**src/rtl/uart_tx_arbiter.sv**
```systemverilog
// uart_tx_arbiter: shares one UART transmitter among NREQ byte producers.
// Requesters are served round-robin. Each grant produces a one-cycle tx_start
// with the latched byte, waits for tx_busy to rise and then fall, and
// optionally idles GAP_CYCLES clocks before the next grant.
//
// Optional feature: define UART_ARB_LOCK_EN to add req_last. While a granted
// byte had req_last=0 at launch, the next grant is locked to the same requester
// so multi-byte packets stay contiguous on the line.
//
// Ports:
//   clk        system clock, rising edge
//   rst        synchronous active-high reset
//   req_valid  per-requester byte available
//   req_data   requester i byte at [i*DATA_W +: DATA_W]
//   req_last   (UART_ARB_LOCK_EN only) byte ends a packet
//   req_ready  one-hot pulse, byte of requester i consumed
//   tx_start   one-cycle launch pulse to the transmitter
//   tx_data    byte presented with tx_start, held until the next grant
//   tx_busy    transmitter frame in progress
//   grant_id   index of current/last granted requester
//   active     high from launch until the gap is done
module uart_tx_arbiter #(
   parameter int unsigned NREQ       = 4,
   parameter int unsigned DATA_W     = 8,
   parameter int unsigned GAP_CYCLES = 0
) (
   input  logic                    clk,
   input  logic                    rst,
   input  logic [NREQ-1:0]         req_valid,
   input  logic [NREQ*DATA_W-1:0]  req_data,
`ifdef UART_ARB_LOCK_EN
   input  logic [NREQ-1:0]         req_last,
`endif
   output logic [NREQ-1:0]         req_ready,
   output logic                    tx_start,
   output logic [DATA_W-1:0]       tx_data,
   input  logic                    tx_busy,
   output logic [$clog2(NREQ)-1:0] grant_id,
   output logic                    active
);

   localparam int unsigned IW = $clog2(NREQ);
   localparam int unsigned GW = (GAP_CYCLES > 1) ? $clog2(GAP_CYCLES) : 1;
   localparam logic [GW-1:0] GAP_LOAD = GW'((GAP_CYCLES > 0) ? GAP_CYCLES - 1 : 0);

   typedef enum logic [2:0] {
      StIdle,
      StLaunch,
      StWaitBusy,
      StWaitDone,
      StGap
   } state_e;

   state_e              state_q, state_d;
   logic [IW-1:0]       grant_q, grant_d;
   logic [DATA_W-1:0]   data_q, data_d;
   logic [GW-1:0]       gap_q, gap_d;

   logic                sel_found;
   logic [IW-1:0]       sel_idx;
   logic [IW-1:0]       cand;

`ifdef UART_ARB_LOCK_EN
   logic                lock_q, lock_d;
`endif

   // Round-robin search starting one past the last grant.
   always_comb begin
      sel_found = 1'b0;
      sel_idx   = grant_q;
      cand      = '0;
      for (int unsigned off = 1; off <= NREQ; off++) begin
         cand = IW'((32'(grant_q) + off) % NREQ);
         if (!sel_found && req_valid[cand]) begin
            sel_found = 1'b1;
            sel_idx   = cand;
         end
      end
`ifdef UART_ARB_LOCK_EN
      // Mid-packet: only the owning requester may be granted.
      if (lock_q) begin
         sel_found = req_valid[grant_q];
         sel_idx   = grant_q;
      end
`endif
   end

   always_comb begin
      state_d   = state_q;
      grant_d   = grant_q;
      data_d    = data_q;
      gap_d     = gap_q;
      req_ready = '0;
      tx_start  = 1'b0;
`ifdef UART_ARB_LOCK_EN
      lock_d    = lock_q;
`endif
      unique case (state_q)
         StIdle: begin
            if (sel_found) begin
               grant_d = sel_idx;
               // Byte is captured at selection so a late valid drop cannot lose it.
               data_d  = DATA_W'(req_data >> (32'(sel_idx) * DATA_W));
               state_d = StLaunch;
            end
         end
         StLaunch: begin
            tx_start           = 1'b1;
            req_ready[grant_q] = 1'b1;
`ifdef UART_ARB_LOCK_EN
            lock_d             = ~req_last[grant_q];
`endif
            state_d            = StWaitBusy;
         end
         StWaitBusy: begin
            if (tx_busy) state_d = StWaitDone;
         end
         StWaitDone: begin
            if (!tx_busy) begin
               if (GAP_CYCLES == 0) begin
                  state_d = StIdle;
               end else begin
                  gap_d   = GAP_LOAD;
                  state_d = StGap;
               end
            end
         end
         StGap: begin
            if (gap_q == '0) state_d = StIdle;
            else             gap_d   = gap_q - 1'b1;
         end
         default: state_d = StIdle;
      endcase
   end

   always_ff @(posedge clk) begin
      if (rst) begin
         state_q <= StIdle;
         grant_q <= IW'(NREQ - 1);
         data_q  <= '0;
         gap_q   <= '0;
      end else begin
         state_q <= state_d;
         grant_q <= grant_d;
         data_q  <= data_d;
         gap_q   <= gap_d;
      end
   end

`ifdef UART_ARB_LOCK_EN
   always_ff @(posedge clk) begin
      if (rst) lock_q <= 1'b0;
      else     lock_q <= lock_d;
   end
`endif

   assign tx_data  = data_q;
   assign grant_id = grant_q;
   assign active   = (state_q != StIdle);

endmodule

```
**config.mk**
```make
export PLATFORM = sky130hd
export DESIGN_NAME = uart_tx_arbiter
export DESIGN_NICKNAME = d
export VERILOG_FILES = /design/src/rtl/uart_tx_arbiter.sv
export SDC_FILE = /design/constraint.sdc
export NUM_CORES = 1
export LEC_CHECK = 0
export ABC_AREA = 0
export BUFFER_PORTS_ARGS = -buffer_cell sky130_fd_sc_hd__buf_2
export CELL_PAD_IN_SITES_DETAIL_PLACEMENT = 1
export CELL_PAD_IN_SITES_GLOBAL_PLACEMENT = 2
export CORE_AREA = 5 5 81 83
export CTS_BUF_LIST = sky130_fd_sc_hd__clkbuf_8
export DETAILED_ROUTE_END_ITERATION = 10
export DIE_AREA = 0 0 86 88
export PLACE_DENSITY_LB_ADDON = 0.1
export SLEW_MARGIN = 25
export SYNTH_ARGS = -nofsm -noshare
export SYNTH_HDL_FRONTEND = slang
export SYNTH_SLANG_ARGS = --single-unit
export TNS_END_PERCENT = 50
```
**constraint.sdc**
```tcl
create_clock -name clk -period 3.5 [get_ports clk]
set_input_delay 0.175 -clock clk [delete_from_list [all_inputs] [get_ports clk]]
set_output_delay 0.175 -clock clk [all_outputs]
set_load 0.01 [all_outputs]
```
# Word-level counts from Yosys, hierarchy flattened
# Cells that the tools add are included.
[word_totals]
register_bits = 14
elab_cells = 61
[op_classes]
n_addsub = 5
magnitude_cmp = 6
eq_ne = 8
shifts = 1
n_mux = 26
n_reduce_logical = 11
[ops]
columns = ["op", "n"]
rows = [
  ["32-bit by 5-bit right shift with 8-bit output", 1],
  ["2-bit by 3-bit less-than comparator with 1-bit output, second input constant", 5],
  ["3-bit case mux with 5 select lines", 1],
  ["3-bit two-way mux", 4],
  ["1-bit two-way mux", 11],
  ["1-bit binary-select mux with 2-bit select", 4],
  ["2-bit two-way mux", 4],
  ["2-bit inequality test, second input constant", 4],
  ["3-bit by 2-bit == test with 1-bit output, second input constant", 2],
  ["2-bit by 1-bit adder with 2-bit output, second input constant", 2],
  ["2-bit adder, second input constant", 2],
  ["1-bit logical AND", 4],
  ["4-bit two-way mux", 1],
  ["4-bit AND reduction", 1],
  ["3-bit by 1-bit == test with 1-bit output, second input constant", 1],
  ["3-bit == test, second input constant", 1],
  ["1-bit logical NOT", 3],
  ["3-bit logical NOT", 1],
  ["3-bit nonzero test", 1],
  ["1-bit demux with 2-bit select", 1],
  ["2-bit by 1-bit >= comparator with 1-bit output, second input constant", 1],
  ["2-bit AND reduction", 1],
  ["1-bit subtractor, second input constant", 1],
]

# Depth between registers and ports, before layout
# Gate-level depths: netlist (run 1).
[depth]
depth_word = 15
depth_mapped = 13
ltp_nobuf = 8

# Worst setup path after synthesis (run 1)
# Ideal clock, no wire load.
[synth_path]
kind = "register to register"
startpoint = "register grant_q[0] (netlist: grant_id[0])"
endpoint = "register data_q[2] (netlist: tx_data[2])"
setup_time_ns = 0.137
t_arrival_ns = 2.935
path_slack_ns = 0.428
path_stages_with_launch = 13
path_buffers = 4
period_less_slack_ns = 3.072
path_cell_list = "dfxtp_1 buf_6 clkbuf_1 inv_1 clkbuf_1 ha_1 mux4_2 nor3_1 a21oi_1 o32ai_2 buf_6 nor3b_1 o32ai_1"
[synth_via]
elab_chain_len = 14
[synth_lines]
columns = ["item", "line_no", "text"]
rows = [
  ["start, declared", "55", "logic [IW-1:0] grant_q, grant_d;"],
  ["start signal, assigned", "139", "grant_q <= IW'(NREQ - 1);"],
  ["start signal, assigned", "144", "grant_q <= grant_d;"],
  ["2-bit by 1-bit adder with 2-bit output", "73", "cand = IW'((32'(grant_q) + off) % NREQ);"],
  ["1-bit binary-select mux with 2-bit select", "74", "if (!sel_found && req_valid[cand]) begin"],
  ["1-bit two-way mux (not written as such)", "74", ""],
  ["1-bit two-way mux", "74", ""],
  ["1-bit logical NOT", "74", ""],
  ["1-bit logical AND", "74", ""],
  ["1-bit two-way mux", "74", ""],
  ["1-bit logical NOT", "74", ""],
  ["1-bit logical AND", "74", ""],
  ["1-bit two-way mux", "74", ""],
  ["1-bit logical NOT", "74", ""],
  ["1-bit logical AND", "74", ""],
  ["2-bit two-way mux / 1-bit two-way mux (equally long branches)", "74", ""],
  ["32-bit by 5-bit right shift with 8-bit output / 2-bit AND reduction (equally long branches)", "--", ""],
  ["end signal, assigned", "145", "data_q <= data_d;"],
  ["end, declared", "56", "logic [DATA_W-1:0] data_q, data_d;"],
]
# Several ways; a longest one is shown, not always the timed one. The select of a mux whose other input is x is not followed.
# A chain may end at the register's enable or synchronous reset.

# Final worst setup path (run 1)
[layout_path]
startpoint = "register grant_q[0] (netlist: grant_id[0])"
endpoint = "register data_q[7] (netlist: tx_data[7])"
# The elaborated chain is that of the path after synthesis.

==> metrics.txt, run 1 <==
kind of critical path=reg2reg; maximum number of pins on one net before global-route repair=35; TritonCTS Buffers=3; final hold violations=0; CTS Root Cell=clkbuf_8; Yosys reg bits=12; Yosys top cell area share=20.0%; vias in the first global route=1641; nets=310; final setup vio count=0; setup bufs post-CTS=0; Std-Cell Core Area=0.00578 mm²; Syn Nets=259; hold buffers post-CTS=0; DR DRC count=0; WL final=4770 µm; initial antenna violation count=0; grt total ovfl=0; I/O pin cnt=55; Peak VDD IR=0.301 mV; startpoint types=register; total number of vias=1620; # H-tree levels=1; Synth top cells by count=nand2_1, a21oi_1, dfxtp_1; Placement Cell Area=0.00172 mm²; clock tree from TritonCTS=built; Die X=86 µm; Core Rows=28; Max FO, Critical Path=13; Final Instance Area=0.00178 mm²; crit end category=register; GPL Wtd Cong=0.706; # resized after CTS=0; synthesized area=0.00139 mm²; Final Cycle Share=86.2%; layout cell share with drive strength beyond 1=27.1%; fraction of registers with async set or reset after synthesis=0%; DP Wirelength=3570 µm; Hold Path Class=in2reg; top-count cell post-synth=nand2_1; Slew Limit Headroom=45.0%; placed insts=333; Ys Warns=0; Synth area leader=nand2_1; gr usage total=12.9%; data arrival time of the worst path=3.16 ns; Crit path required time=3.64 ns; Max Cap Viol=0; fin. max-slew vios=0; Pleak=0.829 nW; clock latency on the worst-skew pair=0.24 ns; Port Buffer Count=54; Worst-Margin Slew=0.822 ns; diode count=0; setup_tns=0 ns; Avg Vias per Cell=4.81; status=complete, no violations; Worst-path clk slew=0.06 ns; post-route ant nets=0; Post-synth EDFFs=0; initial drt markers=66; average cell area after synthesis=6.56 µm²; Max Clock Freq=331 MHz; Seq/Total Area, Yosys=17.3%; drt pass-1 iters=4; Synth Instances=212; Clock Sinks=12; average routed wire per standard cell=14.2 µm; r2r setup slk=0.48 ns; Starting Density=24.1%; Yosys cell types=30; Worst Clk Skew=0.00199 ns; top_reg_cell synth=dfxtp_1; power density cells=974 mW/mm²; area grow syn2layout=27.8%; Max Root-Sink Buffers=2; Die H=88 µm; final hold slack=0.121 ns; wire length of the first global-routing pass=8040 µm; Tmin final=3.02 ns; Die ar.=0.00757 mm²; ranking of synthesized cells by area=nand2_1, dfxtp_1, a21oi_1, ha_1, nor3b_1; fin cells=337; RSZ-0062 raised after global routing=no
through the flow:
stage               util [%]  setup slack (ns)  total power [mW]
floorplan                  -             0.428              1.24
global placement        29.8             0.511              1.61
detailed placement      29.8             0.475              1.61
CTS                     30.8             0.454              1.76
global route            30.8             0.131              1.94
finish                  30.8             0.482              1.73
flip-flops by register name (all words and copies together), names as in the netlist:
signal and flops:
grant_id 2, state_q 2, tx_data 8
worst max-delay path: stages, from the launching register on:
cell	delay [ns]
dfxtp_1	0.60
inv_1	0.12
ha_1	0.40
mux4_2	0.32
nor4_1	0.10
nor2_1	0.64
nand2_1	0.38
o32ai_1	0.35
area by class of cell:
| class | count | area, µm² |
|---|---|---|
| Sequential cell | 12 | 240 |
| Multi-Input combinational cell | 180 | 1050 |
| Inverter | 6 | 22.5 |
| Timing Repair Buffer | 60 | 315 |
| Tap cell | 75 | 93.8 |
| Fill cell | 782 | 4000 |
| Clock buffer | 4 | 55.1 |
worst paths after layout:
path / start / to / cells after the start
max: grant_id[0] / tx_data[7] / 7
min: rst / state_q[0] / 2
min reg2reg: tx_data[2] / tx_data[2] / 2
max reg2reg: grant_id[0] / tx_data[7] / 7
logic make-up after synthesis:
group	synth area share (%)
fa+ha+maj	7.19
compound gates	23.6
mux	8.27
flops	17.3
simple gates	36.5
buf+inv	7.19
metal layers:
metal  GRT usage (%)  routed length, µm
met1            18.7               2410
met2            20.5               2160
met3            2.07                196
met4            1.73                  0
met5               0                  0
cells in the final DEF, fill, tap and decap left out, types with 6 or more instances in the layout:
master / Yosys / routed
nand2_1: 74 / 74
buf_2: 2 / 54
a21oi_1: 37 / 37
dfxtp_1: 12 / 12
nor3b_1: 9 / 9
nor3_1: 9 / 9
nor2_1: 8 / 8
ha_1: 8 / 8
o32ai_1: 7 / 7
inv_1: 6 / 6
buf_4: 0 / 6
report_power, final:
part	switching [mW]	leakage, nW	internal, mW	total (mW)
registers	0.0608	0.0994	0.193	0.253
logic	0.798	0.701	0.527	1.32
clock network	0.0533	0.0288	0.0994	0.153
Note: power is estimated with default switching activity, not from simulation.
==> run 2, diff against run 1 <==
- CORE_AREA: 5 5 81 83 -> 10 10 86 88
- DIE_AREA: 0 0 86 88 -> 0 0 96 98
- RECOVER_POWER: default -> 50
==> run 2 against run 1 <==
Via count shrank 1.1%; largest cell class unchanged; total power shrank 1.3%; critical path type unchanged; final area shrank 0.92%.
==> metrics.txt, run 2 (synthesized netlist as in run 1, its figures left out) <==
TritonCTS Buffers=3 (unchanged); total internal power=0.807 mW (-1.5%); DR DRC count=0 (unchanged); commonest non-fill, non-tap cell in the layout=nand2_1; worst hold start=rst; Port Buffer Count=54 (unchanged); # H-tree levels=1 (unchanged); Peak VDD IR=0.365 mV (+21%); crit end category=register; setup_tns=0 ns (unchanged); WL final=4960 µm (+3.9%); clock latency on the worst-skew pair=0.24 ns (about the same); Max Root-Sink Buffers=2 (unchanged); post-route ant nets=0 (unchanged); reg2reg start=grant_id[1]; status=complete, no violations; GR Layer Usage met3=2.37% (+0.30 points); reg2reg end=tx_data[1]; CP cell instances=inv_1, ha_1, mux4_2, nor4_1, nor2_1, nand2_1, o32ai_1; switch share=52.8% (+0.12 points); Core Rows=28 (unchanged); grt total ovfl=0 (unchanged); combinational power share=77.6% (+1.1 points); DP Wirelength=3820 µm (+6.9%); setup bufs post-CTS=0 (unchanged); wire length of the first global-routing pass=8190 µm (+1.9%); Final Cycle Share=84.7% (-1.5 points); Switching Power=0.902 mW (-1.1%); Max Clock Freq=337 MHz (+1.8%); Slew Limit Headroom=43.1% (-1.8 points); GR Layer Usage met1=14.0% (-4.7 points); Pleak=0.782 nW (-5.8%); M2 GR Usage=16.0% (-4.6 points); diode count=0 (unchanged); final hold slack=0.126 ns (+0.00486 ns); average routed wire per standard cell=14.7 µm (+3.9%); Crit path required time=3.65 ns (about the same); I/O pin cnt=55 (unchanged); Worst-Margin Slew=0.850 ns (+0.0275 ns); Hold Path Class=in2reg; startpoint types=register; max reg flops=8 (unchanged); most frequent cells in the layout=nand2_1, buf_2, a21oi_1; Clock Sinks=12 (unchanged); vias in the first global route=1652 (+0.67%); final setup vio count=0 (unchanged); hold buffers post-CTS=0 (unchanged); Avg Vias per Cell=4.75 (-1.1%); CP startpoint=grant_id[1]; total number of vias=1602 (-1.1%); Die H=98 µm (+11%); power density cells=970 mW/mm² (-0.38%); area grow syn2layout=26.6%; crit-path max cell delay=0.66 ns (+0.02 ns); Max FO, Critical Path=13 (unchanged); Starting Density=24.2% (+0.15 points); Worst Clk Skew=0.000784 ns (-0.00121 ns); fin. max-slew vios=0 (unchanged); Reg2Reg Depth=7 (unchanged); clock network power share=8.8% (about the same); Die ar.=0.00941 mm² (+24%); maximum number of pins on one net before global-route repair=35 (unchanged); Die X=96 µm (+12%); clock tree from TritonCTS=built; kind of critical path=reg2reg; Critical Path Sink=tx_data[1]; register share of total power=13.5% (-1.1 points); # resized after CTS=0 (unchanged); nets=310 (unchanged); layout cell share with drive strength beyond 1=22.1% (-5.0 points); Worst-path clk slew=0.05 ns (about the same); final hold violations=0 (unchanged); data arrival time of the worst path=3.11 ns (-0.05 ns); CTS Root Cell=clkbuf_8; GPL Wtd Cong=0.732 (+3.7%); critical path's slowest cell=nor2_1; drt pass-1 iters=4 (unchanged); Tmin final=2.96 ns (-0.0527 ns); gr busiest metal=met2; initial drt markers=20 (-70%); Max Cap Viol=0 (unchanged); initial antenna violation count=0 (unchanged); RSZ-0062 raised after global routing=no; gr usage total=10.3% (-2.6 points); Std-Cell Core Area=0.00575 mm² (-0.61%); r2r setup slk=0.54 ns (+0.05 ns)
[run 2: final cells by class]
class / count / area (µm²)
multi-input cells: 180 / 1050
clock buffers: 4 / 55.1
repair buffers: 60 / 299
flip-flops and latches: 12 / 240
well taps: 75 / 93.8
fillers: 775 / 3980
inverters: 6 / 22.5
[run 2: worst min-delay path by stage]
stage,endpoint,slack (ns),cells after the start
finish,state_q[0],0.13,2
global route,state_q[1],0.13,2
CTS,state_q[1],0.13,2
detailed placement,state_q[0],0.38,2
global placement,state_q[1],0.38,2
floorplan,state_q[0],0.25,1
[run 2: power by group through the flow]
stage               combinational, mW  clock, mW  sequential [mW]
detailed placement               1.36          0            0.235
global route                     1.51      0.166            0.241
finish                           1.33      0.151            0.232
CTS                              1.36      0.157            0.233
global placement                 1.37          0            0.236
floorplan                       0.991          0            0.248
[run 2: per-layer routing]
metal  wire length [µm]  up-vias
li1                   -      833
met1               2440      733
met2               2210       34
met3                265        2
met4                 35        0
met5                  0        -
[run 2: through the flow]
| stage | power (mW) | std cells | worst slack [ns] | area, µm² | util, % |
|---|---|---|---|---|---|
| after floorplan | 1.24 | 212 | 0.428 | 1390 | - |
| after detailed placement | 1.59 | 333 | 0.511 | 1720 | 30.0 |
| final | 1.71 | 337 | 0.535 | 1760 | 30.7 |
| after global placement | 1.61 | 333 | 0.530 | 1720 | 30.0 |
| after global routing | 1.92 | 337 | 0.158 | 1760 | 30.7 |
| after CTS | 1.75 | 337 | 0.493 | 1780 | 30.9 |
[run 2: worst max-delay path: cells and delay by family, from the launching register on]
family	cells	cell delay, ns
simple gates	3	1.16
buf+inv	1	0.16
flops	1	0.49
fa+ha+maj	1	0.42
mux	1	0.30
compound gates	1	0.34
==> run 3, diff against run 2 <==
- clock period: 3.5 -> 3.04 ns (I/O delays scaled with it)
==> run 3 against run 2 <==
Via count increased by 2.6%; die area is the same; total power up 19%; final area increased by 1.8%; clock power rose by 20%; highest routed layer unchanged; global-route usage rose by 0.41 points; clock-buffer cell count unchanged; wire length is 3.4% higher; critical endpoint is now tx_data[5]; register-to-register slack got worse by 0.17 ns; combinational power is 20% higher; core utilization up 0.54 points; sequential power is 16% higher.
==> metrics.txt, run 3 (synthesized netlist as in run 1, its figures left out) <==
status=complete, no violations; data arrival time of the worst path=2.80 ns (-0.31 ns); Buf/Inv on CP=2 (+1); post-route ant nets=0 (unchanged); total number of vias=1644 (+2.6%); worst hold start=rst; layout cell share with drive strength beyond 1=23.2% (+1.1 points); nets=315 (+1.6%); Max Clock Freq=373 MHz (+11%); r2r setup slk=0.36 ns (-0.17 ns); Reg2Reg Depth=9 (+2); total power=2.04 mW (+19%); Slew Limit Headroom=64.4% (+21 points); setup bufs post-CTS=0 (unchanged); placed insts=338 (+1.5%); fin. max-slew vios=0 (unchanged); final setup vio count=0 (unchanged); Die H=98 µm (unchanged); fin util=31.2% (+0.54 points); commonest non-fill, non-tap cell in the layout=nand2_1; startpoint types=register; Worst-path clk slew=0.06 ns (about the same); gr usage total=10.7% (+0.41 points); kind of critical path=reg2reg; maximum number of pins on one net before global-route repair=34 (-2.9%); CTS Root Cell=clkbuf_8; power density cells=1140 mW/mm² (+17%); Worst-Margin Slew=0.534 ns (-0.316 ns); hold buffers post-CTS=0 (unchanged); most frequent cells in the layout=nand2_1, buf_2, a21oi_1; Core Rows=28 (unchanged); Crit path depth=9 (+2); reg2reg start=grant_id[0]; Peak VDD IR=0.436 mV (+19%); DP Wirelength=4040 µm (+5.9%); vias in the first global route=1646 (-0.36%); CP startpoint=grant_id[0]; reg2reg end=tx_data[5]; area grow syn2layout=28.9%; clock latency on the worst-skew pair=0.24 ns (about the same); drt pass-1 iters=4 (unchanged); clock tree from TritonCTS=built; Hold Crit Depth=2 (unchanged); Clock Sinks=12 (unchanged); CP cell instances=inv_1, ha_1, mux4_2, nor3_1, a221oi_1, o32ai_2, buf_4, nor3b_1, o32ai_1; final hold violations=0 (unchanged); Std-Cell Core Area=0.00575 mm² (unchanged); RSZ-0062 raised after global routing=no; Final Cycle Share=88.1% (+3.4 points); Die ar.=0.00941 mm² (unchanged); Max Root-Sink Buffers=2 (unchanged); Die X=96 µm (unchanged); TritonCTS Buffers=3 (unchanged); crit-path max cell delay=0.48 ns (-0.18 ns); diode count=0 (unchanged); Starting Density=24.2% (unchanged); initial antenna violation count=0 (unchanged); Tmin final=2.68 ns (-0.285 ns); Pleak=0.800 nW (+2.3%); average routed wire per standard cell=15.0 µm (+1.9%); fillcell total=787 (+1.5%); # resized after CTS=0 (unchanged); grt total ovfl=0 (unchanged); crit end category=register; WHS Endpoint=state_q[0]; Port Buffer Count=54 (unchanged); Hold Path Class=in2reg; Crit path required time=3.16 ns (-0.49 ns); I/O pin cnt=55 (unchanged); Max FO, Critical Path=12 (-1); setup_tns=0 ns (unchanged); fin cells=342 (+1.5%); Max Cap Viol=0 (unchanged); Worst Clk Skew=0.000511 ns (-0.000272 ns); delay-heaviest family, CP=simple AND/OR/NAND/NOR gates; max reg flops=8 (unchanged); initial drt markers=43 (+110%); GPL Wtd Cong=0.716 (-2.1%); Avg Vias per Cell=4.81 (+1.1%); DR DRC count=0 (unchanged); # H-tree levels=1 (unchanged); WL final=5120 µm (+3.4%); wire length of the first global-routing pass=8450 µm (+3.1%); critical path's slowest cell=dfxtp_1
-- run 3: area by class of cell --
cell class | count | area (µm²) | share of cell area, %
Tap cell | 75 | 93.8 | 5.23
Clock buffer | 4 | 55.1 | 3.07
Timing Repair Buffer | 65 | 330 | 18.4
Sequential cell | 12 | 240 | 13.4
Inverter | 6 | 22.5 | 1.26
Multi-Input combinational cell | 180 | 1050 | 58.6
-- run 3: worst max-delay path by stage --
| stage | end | slack, ns |
|---|---|---|
| 2_1_floorplan | tx_data[2] | 0.09 |
| 3_3_place_gp | tx_data[0] | 0.44 |
| 3_5_place_dp | tx_data[7] | 0.34 |
| 4_1_cts | tx_data[5] | 0.34 |
| 5_1_grt | tx_data[6] | 0.13 |
| 6_report | tx_data[5] | 0.36 |
-- run 3: where the power goes --
group | switching, mW | total, mW | internal [mW] | leakage [nW]
Combinational | 0.948 | 1.59 | 0.641 | 0.672
Sequential | 0.0478 | 0.269 | 0.222 | 0.0994
Clock | 0.0663 | 0.181 | 0.115 | 0.0288
-- run 3: layer usage --
metal / wire length, µm / part of all wire (%) / global-route usage, %
met1: 2560 / 50 / 15.0
met4: 36 / 0.70 / 2.04
met5: 0 / 0 / 0
met3: 258 / 5.0 / 2.22
met2: 2260 / 44 / 16.4
-- run 3: per-stage QoR --
stage	area, µm²	worst slack (ns)	hold WS [ns]
detailed placement	1760	0.338	0.365
global placement	1760	0.443	0.357
CTS	1820	0.339	0.101
global route	1790	0.126	0.114
floorplan	1390	0.0904	0.224
finish	1790	0.360	0.106
